`src/rtl/fir_mac_seq.sv`:
```
// Time-multiplexed FIR filter: one shared MAC iterates over TAPS coefficients.
// Define FIR_MAC_SIGNED_EN for two's-complement samples and coefficients.
module fir_mac_seq #(
    parameter int DW = 8,
    parameter int CW = 8,
    parameter int TAPS = 4,
    localparam int AW = DW + CW + $clog2(TAPS)
) (
    input  logic          clk,
    input  logic          reset_n,
    input  logic          coef_shift_en,
    input  logic          coef_in,
    input  logic          in_valid,
    output logic          in_ready,
    input  logic [DW-1:0] in_data,
    output logic          out_valid,
    input  logic          out_ready,
    output logic [AW-1:0] out_data,
    output logic          busy
);

    localparam int IW = $clog2(TAPS);
    localparam int PW = DW + CW;
    localparam int CB = TAPS * CW;
    localparam int DB = TAPS * DW;

    typedef enum logic [1:0] {
        S_IDLE,
        S_MAC,
        S_DONE
    } state_t;

    state_t        r_state;
    logic [CB-1:0] r_coef;
    logic [DB-1:0] r_data;
    logic [AW-1:0] r_acc;
    logic [IW-1:0] r_idx;
    logic [AW-1:0] r_out_data;
    logic          r_out_valid;
    logic          r_busy;

    logic [DW-1:0] w_d;
    logic [CW-1:0] w_c;
    logic [PW-1:0] w_d_ext;
    logic [PW-1:0] w_c_ext;
    logic [PW-1:0] w_prod_raw;
    logic [AW-1:0] w_prod;
    logic [AW-1:0] w_sum;
    logic          w_last;

    assign w_d = r_data[r_idx*DW +: DW];
    assign w_c = r_coef[r_idx*CW +: CW];

    // Low PW bits of the extended product equal the exact product in both modes
`ifdef FIR_MAC_SIGNED_EN
    assign w_d_ext = {{CW{w_d[DW-1]}}, w_d};
    assign w_c_ext = {{DW{w_c[CW-1]}}, w_c};
    assign w_prod_raw = w_d_ext * w_c_ext;
    assign w_prod = {{(AW-PW){w_prod_raw[PW-1]}}, w_prod_raw};
`else
    assign w_d_ext = {{CW{1'b0}}, w_d};
    assign w_c_ext = {{DW{1'b0}}, w_c};
    assign w_prod_raw = w_d_ext * w_c_ext;
    assign w_prod = {{(AW-PW){1'b0}}, w_prod_raw};
`endif

    assign w_sum = r_acc + w_prod;
    assign w_last = (r_idx == IW'(TAPS - 1));

    assign in_ready = (r_state == S_IDLE) && !coef_shift_en;
    assign out_valid = r_out_valid;
    assign out_data = r_out_data;
    assign busy = r_busy;

    always_ff @(posedge clk or negedge reset_n) begin
        if (!reset_n) begin
            r_state     <= S_IDLE;
            r_coef      <= '0;
            r_data      <= '0;
            r_acc       <= '0;
            r_idx       <= '0;
            r_out_data  <= '0;
            r_out_valid <= 1'b0;
            r_busy      <= 1'b0;
        end else begin
            case (r_state)
                S_IDLE: begin
                    if (coef_shift_en) begin
                        r_coef <= {r_coef[CB-2:0], coef_in};
                    end else if (in_valid) begin
                        r_data  <= {r_data[DB-DW-1:0], in_data};
                        r_acc   <= '0;
                        r_idx   <= '0;
                        r_busy  <= 1'b1;
                        r_state <= S_MAC;
                    end
                end
                S_MAC: begin
                    r_acc <= w_sum;
                    r_idx <= r_idx + 1'b1;
                    if (w_last) begin
                        r_out_data  <= w_sum;
                        r_out_valid <= 1'b1;
                        r_state     <= S_DONE;
                    end
                end
                S_DONE: begin
                    if (out_ready) begin
                        r_out_valid <= 1'b0;
                        r_busy      <= 1'b0;
                        r_state     <= S_IDLE;
                    end
                end
                default: r_state <= S_IDLE;
            endcase
        end
    end

endmodule

```
`config.mk`:
```
export PLATFORM = sky130hd
export DESIGN_NAME = fir_mac_seq
export DESIGN_NICKNAME = d
export VERILOG_FILES = /design/src/rtl/fir_mac_seq.sv
export SDC_FILE = /design/constraint.sdc
export NUM_CORES = 1
export LEC_CHECK = 0
export ABC_AREA = 1
export CAP_MARGIN = 10
export CORE_MARGIN = 10
export CORE_UTILIZATION = 41
export DETAILED_ROUTE_END_ITERATION = 6
export PLACE_DENSITY = 0.59
export SYNTH_ARGS = -nofsm -noshare
export SYNTH_HDL_FRONTEND = slang
export SYNTH_SLANG_ARGS = --single-unit
```
`constraint.sdc`:
```
create_clock -name clk -period 11.7 [get_ports clk]
set_input_delay 2.34 -clock clk [delete_from_list [all_inputs] [get_ports clk]]
set_output_delay 2.34 -clock clk [all_outputs]
set_load 0.02 [all_outputs]
```
==> impl_summary.md, run 1 <==
Critical path
The number of buffer and inverter instances along the worst setup path is 2. Walking the worst path, the cells encountered are clkdlybuf4s50_1 -> nor3_1 -> clkdlybuf4s50_1. On the worst path, the slowest cell contributes a delay of approximately 0.63 ns. Of all nets on the critical path, the largest fanout is 3.

The worst setup path is launched from an input port. The family of cells with the greatest summed delay on the critical path is buffers and inverters. The worst setup path is captured at an output pin.

The critical path launch point is coef_shift_en. The cell that appears most often on the critical path is clkdlybuf4s50_1. The kind of critical path is input port to output pin.

The startpoint identified for the worst register-to-register timing path is r_idx[0]. The slowest stage of the critical path is the clkdlybuf4s50_1 cell. The signal arrival time at the worst endpoint is roughly 3.6 ns.

The worst endpoint required time is between 9 and 10 ns.

Finish
The library cells used most frequently in the layout, excluding fill and tap cells, are 196 x nand2_1, 156 x inv_1, 105 x dfrtp_1. Fill cells in the final layout number ~1800. The leading cell type in the layout, fill and taps excluded is nand2_1. Compared with the post-synthesis result, the final layout area differs by 9.96%. The net count of the finished layout is between 900 and 1000.

The antenna diode instance count is 0. The layout cell share with drive strength beyond 1 is 14.6%.

Global routing
The number of antenna violations at the first check in global routing is 0. Entering global routing, the biggest net connects between 50 and 60 pins. The first global-routing pass estimated roughly 28000 µm of wire.

The total overflow left after global routing is 0. The via count of the first global-routing pass is 5571. The overall fraction of global-route tracks in use is about 14%.

Die
The floorplan step set the die height to about 160 µm. The starting density of the core is between 40% and 50%. The die footprint is between 20000 and 25000 µm². During I/O placement, the number of pins put on the boundary was 35.

The width of the chip is approximately 160 µm. The initialized floorplan defines 50 standard-cell rows. The placeable core area is 18700 µm².

Placed design
The global placer's final weighted congestion is slightly below 0.9. The number of I/O port buffers is 34. Detailed placement ended at an HPWL of around 12000 µm.

Clock network
The clock passes through at most 2 buffers. The number of sinks on the clock net is between 100 and 150. The post-CTS repair timing setup buffer count is 0. In this run, post-CTS repair resized a total of 0 instances. The number of H-tree branching levels is 3. The clock tree from TritonCTS is yes.

Clock latency on the worst-skew pair, taken at its later pin, is roughly 0.35 ns. The count of hold buffers inserted by post-cts repair is 0. CTS placed an instance of clkbuf_16 at the clock tree root. After clock tree synthesis, the clock-pin slew on the worst setup and hold paths is roughly 0.070 ns. Counting the buffers created by CTS gives 9.

Timing
The total of endpoints with negative setup slack in the final report is 0. The shortest period the worst path allows is 5.92 ns. The max-slew headroom at the worst pin is between 30% and 40%. Setup repair after global routing left no endpoint under its margin. After layout, the worst path uses approximately half of the clock period.

The maximum clock frequency is 0.169 GHz. The max-slew violation count came to 0. For the pin with the worst max-slew slack, the measured transition is roughly 1.0 ns. The clock skew is 0.00781 ns. The number of hold violations in the final report is 0. In the final timing run, aggregate negative setup slack is 0 ns.

Synth
Synthesis inferred between 100 and 150 register bits. The Yosys step of the flow raised 0 warnings. The average size of a mapped cell is 9.03 µm². Counting flops with a built-in enable in the synthesized netlist gives 0. The async set-or-reset flop fraction in the synthesized netlist is between 90% and 100%. The most used flip-flop cell after synthesis is dfrtp_1. The number of distinct standard cells referenced by the synthesized netlist is 39. When the netlist entered floorplanning its net count stood at approximately 970. Synthesis produced around 860 cells. In this run the cell area of the synthesized design comes to ~8000 µm². The sequential cell area fraction in the yosys report is between 30% and 40%.

Route
Dividing the detail-routed via count by the number of cells gives about 4.7. The first-pass iteration count of the detailed router is 4. After detailed routing, the average wire length per cell comes to ~14 µm.

Once detail routing completed, the nets flagged for antenna violations numbered 0. The routed wire length is between 15000 and 20000 µm. The first-iteration detailed-routing DRC count is 300. The remaining design rule violation count is 0. The number of vias after detailed routing is approximately 5300.

Status
The flow ran to the end, and the final reports show no timing, DRC or antenna violations.

Hold path
The worst hold path begins at out_data[8]. The class of the most critical hold timing path is register to register.

Job
The tool flagged a number of max-cap violations equal to 0.
## worst register-to-register path: stages, from the launching register on
cell	delay [ns]
dfrtp_2	0.72
buf_4	0.52
clkinv_2	0.40
nand2_1	0.22
a32oi_4	0.11
inv_2	0.16
nor2_1	0.07
fa_1	0.52
fa_1	0.56
inv_1	0.06
fa_1	0.52
fa_1	0.56
inv_1	0.04
ha_1	0.34
nand2_1	0.12
inv_1	0.05
nand2_1	0.05
nand2_1	0.08
a21oi_1	0.18
nand2_1	0.07
nand2_1	0.06
nand2_1	0.07
nand2_1	0.07
nand2_1	0.06
## worst paths after layout
check / end / slack, ns / cells past startpoint
worst max-delay path: in_ready / 5.78 / 3
worst min-delay path: out_data[8] / 0.48 / 2
worst max register to register: out_data[16] / 5.99 / 23
worst min register to register: out_data[8] / 0.48 / 2
max in group asynchronous: r_idx[0] / 8.48 / 2
min in group asynchronous: r_data[11] / 2.01 / 1
## cells in the mapped netlist, drive strengths merged, types with 3 or more instances
master,number,area share [%]
a21oi,36,2.3
a32oi,16,5.1
buf,21,2.4
clkbuf,3,0.14
dfrtp,106,34
fa,50,13
ha,41,6.6
inv,190,9.2
mux2,35,6.0
nand2,203,10
nand3,29,1.9
nand4,3,0.24
nor2,71,4.7
o21ai,35,2.5
o22ai,6,0.48
or2,3,0.24
xnor2,4,0.45
## routing by layer
metal	part of all wire [%]	GRT usage, %	up-vias	wire length [µm]
li1	-	-	2699	-
met1	49	18.9	2537	7780
met2	45	21.6	85	7180
met3	4.1	2.93	13	649
met4	1.3	3.56	0	198
met5	0	0	-	0
## registers in the layout, summed over array words and instances, names as in the netlist
register,cells
out_valid,1
out_data,18
r_data,32
r_idx,2
r_coef,32
busy,1
r_acc,18
r_state,2
## per-stage QoR
stage	utilization, %	std cells	setup WS (ns)	area, µm²	hold slack, ns
floorplan	-	861	6.56	7780	0.449
finish	45.7	1125	5.78	8550	0.484
global route	45.7	1125	5.51	8550	0.503
global placement	44.1	1109	5.78	8240	0.468
detailed placement	44.1	1109	5.77	8240	0.466
CTS	45.7	1125	5.77	8550	0.486
## area by class of cell
type	instances	area [µm²]	area share, %
timing repair buffer	38	368	4.30
clock buffer	10	239	2.79
sequential	106	2650	31.0
multi-input combinational	539	4210	49.2
tap	234	293	3.42
inverter	192	722	8.44
clock inverter	6	71.3	0.834
## cell families (layout without fill, tap and decap cells)
family	count (synthesis)	count (layout)	share of synthesized area (%)
AO/OA/AOI/OAI	94	94	10.5
XOR/XNOR	5	5	0.563
adder cells (fa/ha/maj)	91	91	19.5
buffers and inverters	216	246	11.8
flip-flops	106	106	34.1
multiplexers	35	35	6.03
AND/OR/NAND/NOR	314	314	17.5
Power of run 1 is not shown: default switching activity piles up to over one toggle a cycle in this logic, so the estimate is an artifact.
==> inputs of run 2 (changes only) <==
- PLACE_DENSITY: 0.59 -> 0.61
- clock period: 11.7 -> 5.07 ns (I/O delays scaled with it)
==> impl_summary.md, run 2 (synthesis gave the netlist of run 1 again) <==
Timing
In the finished design, the share of the clock period the worst path needs comes to between 90 and 100%. The routed design could run at a clock period as short as approximately 4.8 ns. The clock skew is 0.0113 ns.

The number of hold violations in the final report is 0. The maximum clock frequency is 0.208 GHz. Setup violations remaining at the end of the flow were counted as 0. The final worst hold slack is between 0.4 and 0.5 ns. The max-slew violation count came to 0. For the pin with the worst max-slew slack, the measured transition is 0.999 ns. The max-slew headroom at the worst pin is between 30% and 40%.

Route
In this run the remaining antenna-violating nets after routing total 0. In the final routed layout, each cell accounts on average for ~14 µm. The routed design has between 15000 and 20000 µm of wire. For this run, design rule violations remaining after detail routing come to 0. Detailed routing inserted a total of around 5500 vias. The first detailed-routing pass took 5 iterations.

The first-iteration detailed-routing DRC count is roughly 270. Using the TritonRoute via totals, the vias-per-cell ratio works out to approximately 4.8.

Clock network
After clock tree synthesis, the clock-pin slew on the worst setup and hold paths is roughly 0.08 ns. The maximum clock path buffer count is 2. The tree is rooted in a clkbuf_16. Clock latency on the worst-skew pair, taken at its later pin, is 0.37 ns. TritonCTS built the clock tree.

Buffers inserted to repair hold after CTS numbered 0. The number of sinks on the clock net is between 100 and 150. The H-tree was split into 3 levels. In this run, CTS created clock tree buffers numbering 9.

Global routing
The number of antenna violations at the first check in global routing was 0. The residual overflow from global routing is 0. Entering global routing, the biggest net connects 53 pins. Across every metal layer, demand over resource in global routing totals 14.5%. The first global-routing pass estimated around 29000 µm of wire. The via count of the first global-routing pass is ~5700.

Finish
The area of the multi-input gates is 4270 µm². In the layout the commonest cells are 193 x nand2_1, 156 x inv_1, 105 x dfrtp_1. Compared with the post-synthesis result, the final layout area differs by 14.4%. The filler cells instantiated in the layout total around 1800. The layout cell share with drive strength beyond 1 is about a fifth. The largest registers in the layout are r_coef x32, r_data x32. Across the whole layout, storage elements account for between 2000 and 3000 µm². The repair_antennas step left the layout with diodes totalling 0.

The library cell used most frequently in the layout, excluding fill and tap cells, is nand2_1. The net count of the finished layout is roughly 1000.

Job
The max-capacitance violation count is 0.

Critical path
The signal arrival time at the worst endpoint is approximately 5 ns. The cell repeated most along the worst path is inv_1. The endpoint type of the worst setup path is a register. Along the worst path, the maximum fanout reaches 24.

Data on the critical path is required at its endpoint by approximately 5.3 ns. The nature of the critical path startpoint is a register. The slowest stage of the critical path is the fa_1 cell. The setup path with the least slack is of type register to register. Walking the worst path, the cells encountered are buf_12 -> nor2_1 -> inv_1 -> a32oi_2 -> nand2_1 -> fa_1 -> fa_1 -> inv_1 -> fa_1 -> inv_1 -> fa_1 -> inv_1 -> ha_1 -> nand2_1 -> inv_1 -> a21oi_1 -> nand2_1 -> or2_1 -> nand3_1 -> o21ai_1. The stage delay of the slowest cell on the critical path is ~0.56 ns.

Hold path
The class of the most critical hold timing path is register to register.

Die
The width of the chip is between 150 and 200 µm. The die is between 150 and 200 µm tall. After floorplanning, the core was sized to cover between 15000 and 20000 µm². The die footprint is approximately 25000 µm². The starting density of the core is 41.6%. The boundary pin count is 35.

The number of cell rows is 50.

Placed design
The detailed placer's ending HPWL is about 13000 µm. The number of I/O port buffers is 34. The global placer's final weighted congestion is between 0.8 and 0.9.

Status
The flow ran to the end, and the final reports show no timing, DRC or antenna violations.
run 2: worst max-delay path: cells and delay by family (launching register included):
family | cells | cell delay, ns
compound gates | 3 | 0.48
fa+ha+maj | 5 | 2.50
buf+inv | 6 | 0.45
flops | 1 | 0.48
simple gates | 6 | 0.75
run 2: cell type report:
type	instances	area share, %
clock buffers	9	2.53
inverters	192	8.13
well taps	234	3.29
clock inverters	7	1.06
multi-input cells	539	48.1
repair buffers	69	7.09
flip-flops and latches	106	29.8
run 2: final timing paths:
check	start	to	slack [ns]	cells after the start
max	r_idx[0]	r_acc[9]	0.27	20
min	out_data[10]	out_data[10]	0.48	2
max reg2reg	r_idx[0]	r_acc[9]	0.27	20
min reg2reg	out_data[10]	out_data[10]	0.48	2
max in group asynchronous	reset_n	r_acc[16]	3.61	2
min in group asynchronous	reset_n	r_data[3]	0.57	1
run 2: per-stage QoR:
step / util (%) / setup WS (ns) / std cells / cell area, µm² / TNS, ns
finish: 47.5 / 0.271 / 1156 / 8890 / 0
CTS: 46.6 / 0.126 / 1142 / 8710 / 0
floorplan: - / 0.593 / 861 / 7780 / 0
detailed placement: 44.9 / 0.166 / 1126 / 8390 / 0
global placement: 44.9 / 0.172 / 1126 / 8390 / 0
global route: 47.5 / -0.0123 / 1156 / 8890 / -0.0129
run 2: metal layers:
metal	wire length [µm]	vias to the layer above	track usage (%)
li1	-	2763	-
met1	8030	2652	19.9
met2	7560	81	22.3
met3	735	14	3.72
met4	177	0	3.34
met5	0	-	0
run 2: timing repair:
| item | in CTS | in global routing |
|---|---|---|
| setup buffers | 0 | 14 |
| resized for setup | 0 | 20 |
| endpoints found under the setup margin | 0 | 19 |
Power of run 2 is left out for the same reason.
==> inputs of run 3 (changes only) <==
- PLACE_DENSITY: 0.61 -> 0.58
==> impl_summary.md, run 3 (synthesis gave the netlist of run 1 again) <==
Status
The run finished with clean final reports.

Timing
The total of endpoints with negative setup slack in the final report is 0. The final setup slack of the worst path is around 0.17 ns. The max-slew violation count was 0. The shortest period the worst path allows is around 5 ns. The number of hold violations in the final report came to 0. The final cycle utilization of the critical path is a little over nine tenths. The clock skew is ~0.0096 ns. The max-slew headroom at the worst pin is 30.3%. For the pin with the worst max-slew slack, the measured transition is around 1.0 ns. The maximum clock frequency is 0.204 GHz.

Finish
In the final layout, the registers with the most flip-flops are r_coef x32, r_data x32. The library cells used most frequently in the layout, excluding fill and tap cells, are 191 x nand2_1, 156 x inv_1, 105 x dfrtp_1. 0 antenna diodes ended up in the layout. The final core utilization is 47.6%. Leaving out fill and tap cells, the most frequent cell in the layout is nand2_1. Compared with the post-synthesis result, the final layout area differs by 14.5%. The final layout contains a little over 1000 nets. Counting the fill cells in the layout gives between 1500 and 2000. Summing all multi-input logic gate instances after layout gives between 4000 and 5000 µm². In the final layout, flip-flops and latches occupy 2650 µm². Cells with a size suffix above 1 make up 19.0% of the layout.

Global routing
The via count of the first global-routing pass is 5803. Global routing used 14.7% of the available tracks. Entering global routing, the biggest net connects 58 pins. The wire length of the first global-routing pass is between 20000 and 30000 µm. For this run the aggregate overflow at the end of global routing stands at 0.

The number of antenna violations at the first check in global routing is 0.

Clock network
The maximum clock path buffer count is 2. After clock tree synthesis, the clock-pin slew on the worst setup and hold paths is 0.08 ns. The H-tree generated during clock tree synthesis spans 3 levels. The clock tree root driver cell is clkbuf_16. The clock tree from TritonCTS is yes.

The number of sinks on the clock net is between 100 and 150. Buffers inserted during clock tree synthesis total 9. The count of hold buffers inserted by post-cts repair is 0. The worst-skew pair later-pin latency is ~0.36 ns.

Critical path
The critical path is of the register to register type. The peak fanout along the critical path is 6. The critical path runs through a total of 21 cells.

The worst endpoint required time is ~5.3 ns. The number of buffer and inverter instances along the worst setup path is 6. STA classifies the critical path startpoint as a register.

The family of cells with the greatest summed delay on the critical path is adder cells. The signal arrival time at the worst endpoint is roughly 5 ns. For the worst flop-to-flop path, the logic depth is 21. For this design, the slowest cell found on the critical path is fa_1.

The critical path goes through clkbuf_16 -> nor2_4 -> inv_2 -> a32oi_4 -> inv_2 -> nor2_1 -> fa_1 -> fa_1 -> fa_1 -> inv_1 -> fa_1 -> inv_1 -> ha_4 -> nand2_1 -> inv_1 -> nand2_1 -> nand2_1 -> a21oi_1 -> or2_1 -> nand3_1 -> nand2_1. STA classifies the critical path endpoint as a register. For this run, the slowest stage of the critical path takes 0.56 ns.

Placed design
The number of I/O port buffers is 34. The detailed placer's ending HPWL is 13000 µm. Routability-driven placement finished with a final weighted congestion of 0.907. Before CTS, the worst setup slack after placement is 0.181 ns.

Job
Max-cap violations in this run came to 0.

Die
The die covers ~25000 µm². The initialized floorplan defines 50 standard-cell rows. The boundary pin count is 35.

In this run the vertical extent of the chip is 158 µm. Measured along the x axis, the die boundary spans between 150 and 200 µm. For this configuration, the core starts out at a cell density of between 40% and 50%. The placeable core area is between 15000 and 20000 µm².

Route
The final layout contains routed wiring with a total length of between 15000 and 20000 µm. The remaining design rule violation count is 0. For this block, the via count after detailed routing is 5503. The detail-routed net length per standard cell is ~15 µm. The antenna violation net count after detailed routing is 0. The first-pass iteration count of the detailed router is 5.

After detailed routing, the number of vias per cell comes to ~4.8. After the first detailed-routing iteration, the DRC count stood at ~250.

Hold path
The min-delay analysis places its worst path in the category register to register. The worst hold path was traced through 2 stages.
-- run 3: through the flow --
step	hold slack [ns]	instance area [µm²]	TNS (ns)	instances
after floorplan	0.449	7780	0	861
after global placement	0.463	8370	0	1121
after detailed placement	0.465	8370	0	1121
after CTS	0.489	8670	0	1137
after global routing	0.507	8900	-0.00366	1146
final	0.482	8900	0	1146
-- run 3: worst paths after layout --
path / slack, ns / from / to
worst max-delay path: 0.17 / r_idx[0] / r_acc[11]
worst min-delay path: 0.48 / r_acc[13] / r_acc[13]
worst max register to register: 0.17 / r_idx[0] / r_acc[11]
worst min register to register: 0.48 / r_acc[13] / r_acc[13]
max in group asynchronous: 3.77 / reset_n / r_acc[15]
min in group asynchronous: 0.76 / reset_n / r_data[3]
-- run 3: final cells by class --
class,count,share of cell area [%]
timing repair buffer,59,6.74
clock buffer,10,2.68
tap,234,3.29
inverter,192,8.18
clock inverter,6,0.674
sequential,106,29.8
multi-input combinational,539,48.6
-- run 3: worst reg2reg max path: stages, from the launching register on --
cell	delay [ns]
dfrtp_2	0.52
clkbuf_16	0.22
nor2_4	0.10
inv_2	0.04
a32oi_4	0.36
inv_2	0.11
nor2_1	0.15
fa_1	0.46
fa_1	0.54
fa_1	0.56
inv_1	0.06
fa_1	0.53
inv_1	0.06
ha_4	0.29
nand2_1	0.07
inv_1	0.08
nand2_1	0.07
nand2_1	0.09
a21oi_1	0.06
or2_1	0.23
nand3_1	0.13
nand2_1	0.06
-- run 3: metal layers --
| metal | wire [µm] | part of all wire, % | up-vias | track usage, % |
|---|---|---|---|---|
| li1 | - | - | 2742 | - |
| met1 | 8170 | 48 | 2638 | 19.8 |
| met4 | 234 | 1.4 | 0 | 3.70 |
| met5 | 0 | 0 | - | 0 |
| met2 | 8040 | 47 | 105 | 23.5 |
| met3 | 738 | 4.3 | 18 | 3.26 |
-- run 3: repair_timing --
| item | 4_1_cts | 5_1_grt |
|---|---|---|
| setup buffers | 0 | 7 |
| gates resized for setup | 0 | 31 |
| endpoints found under the setup margin | 0 | 19 |
Power of run 3 is left out for the same reason.
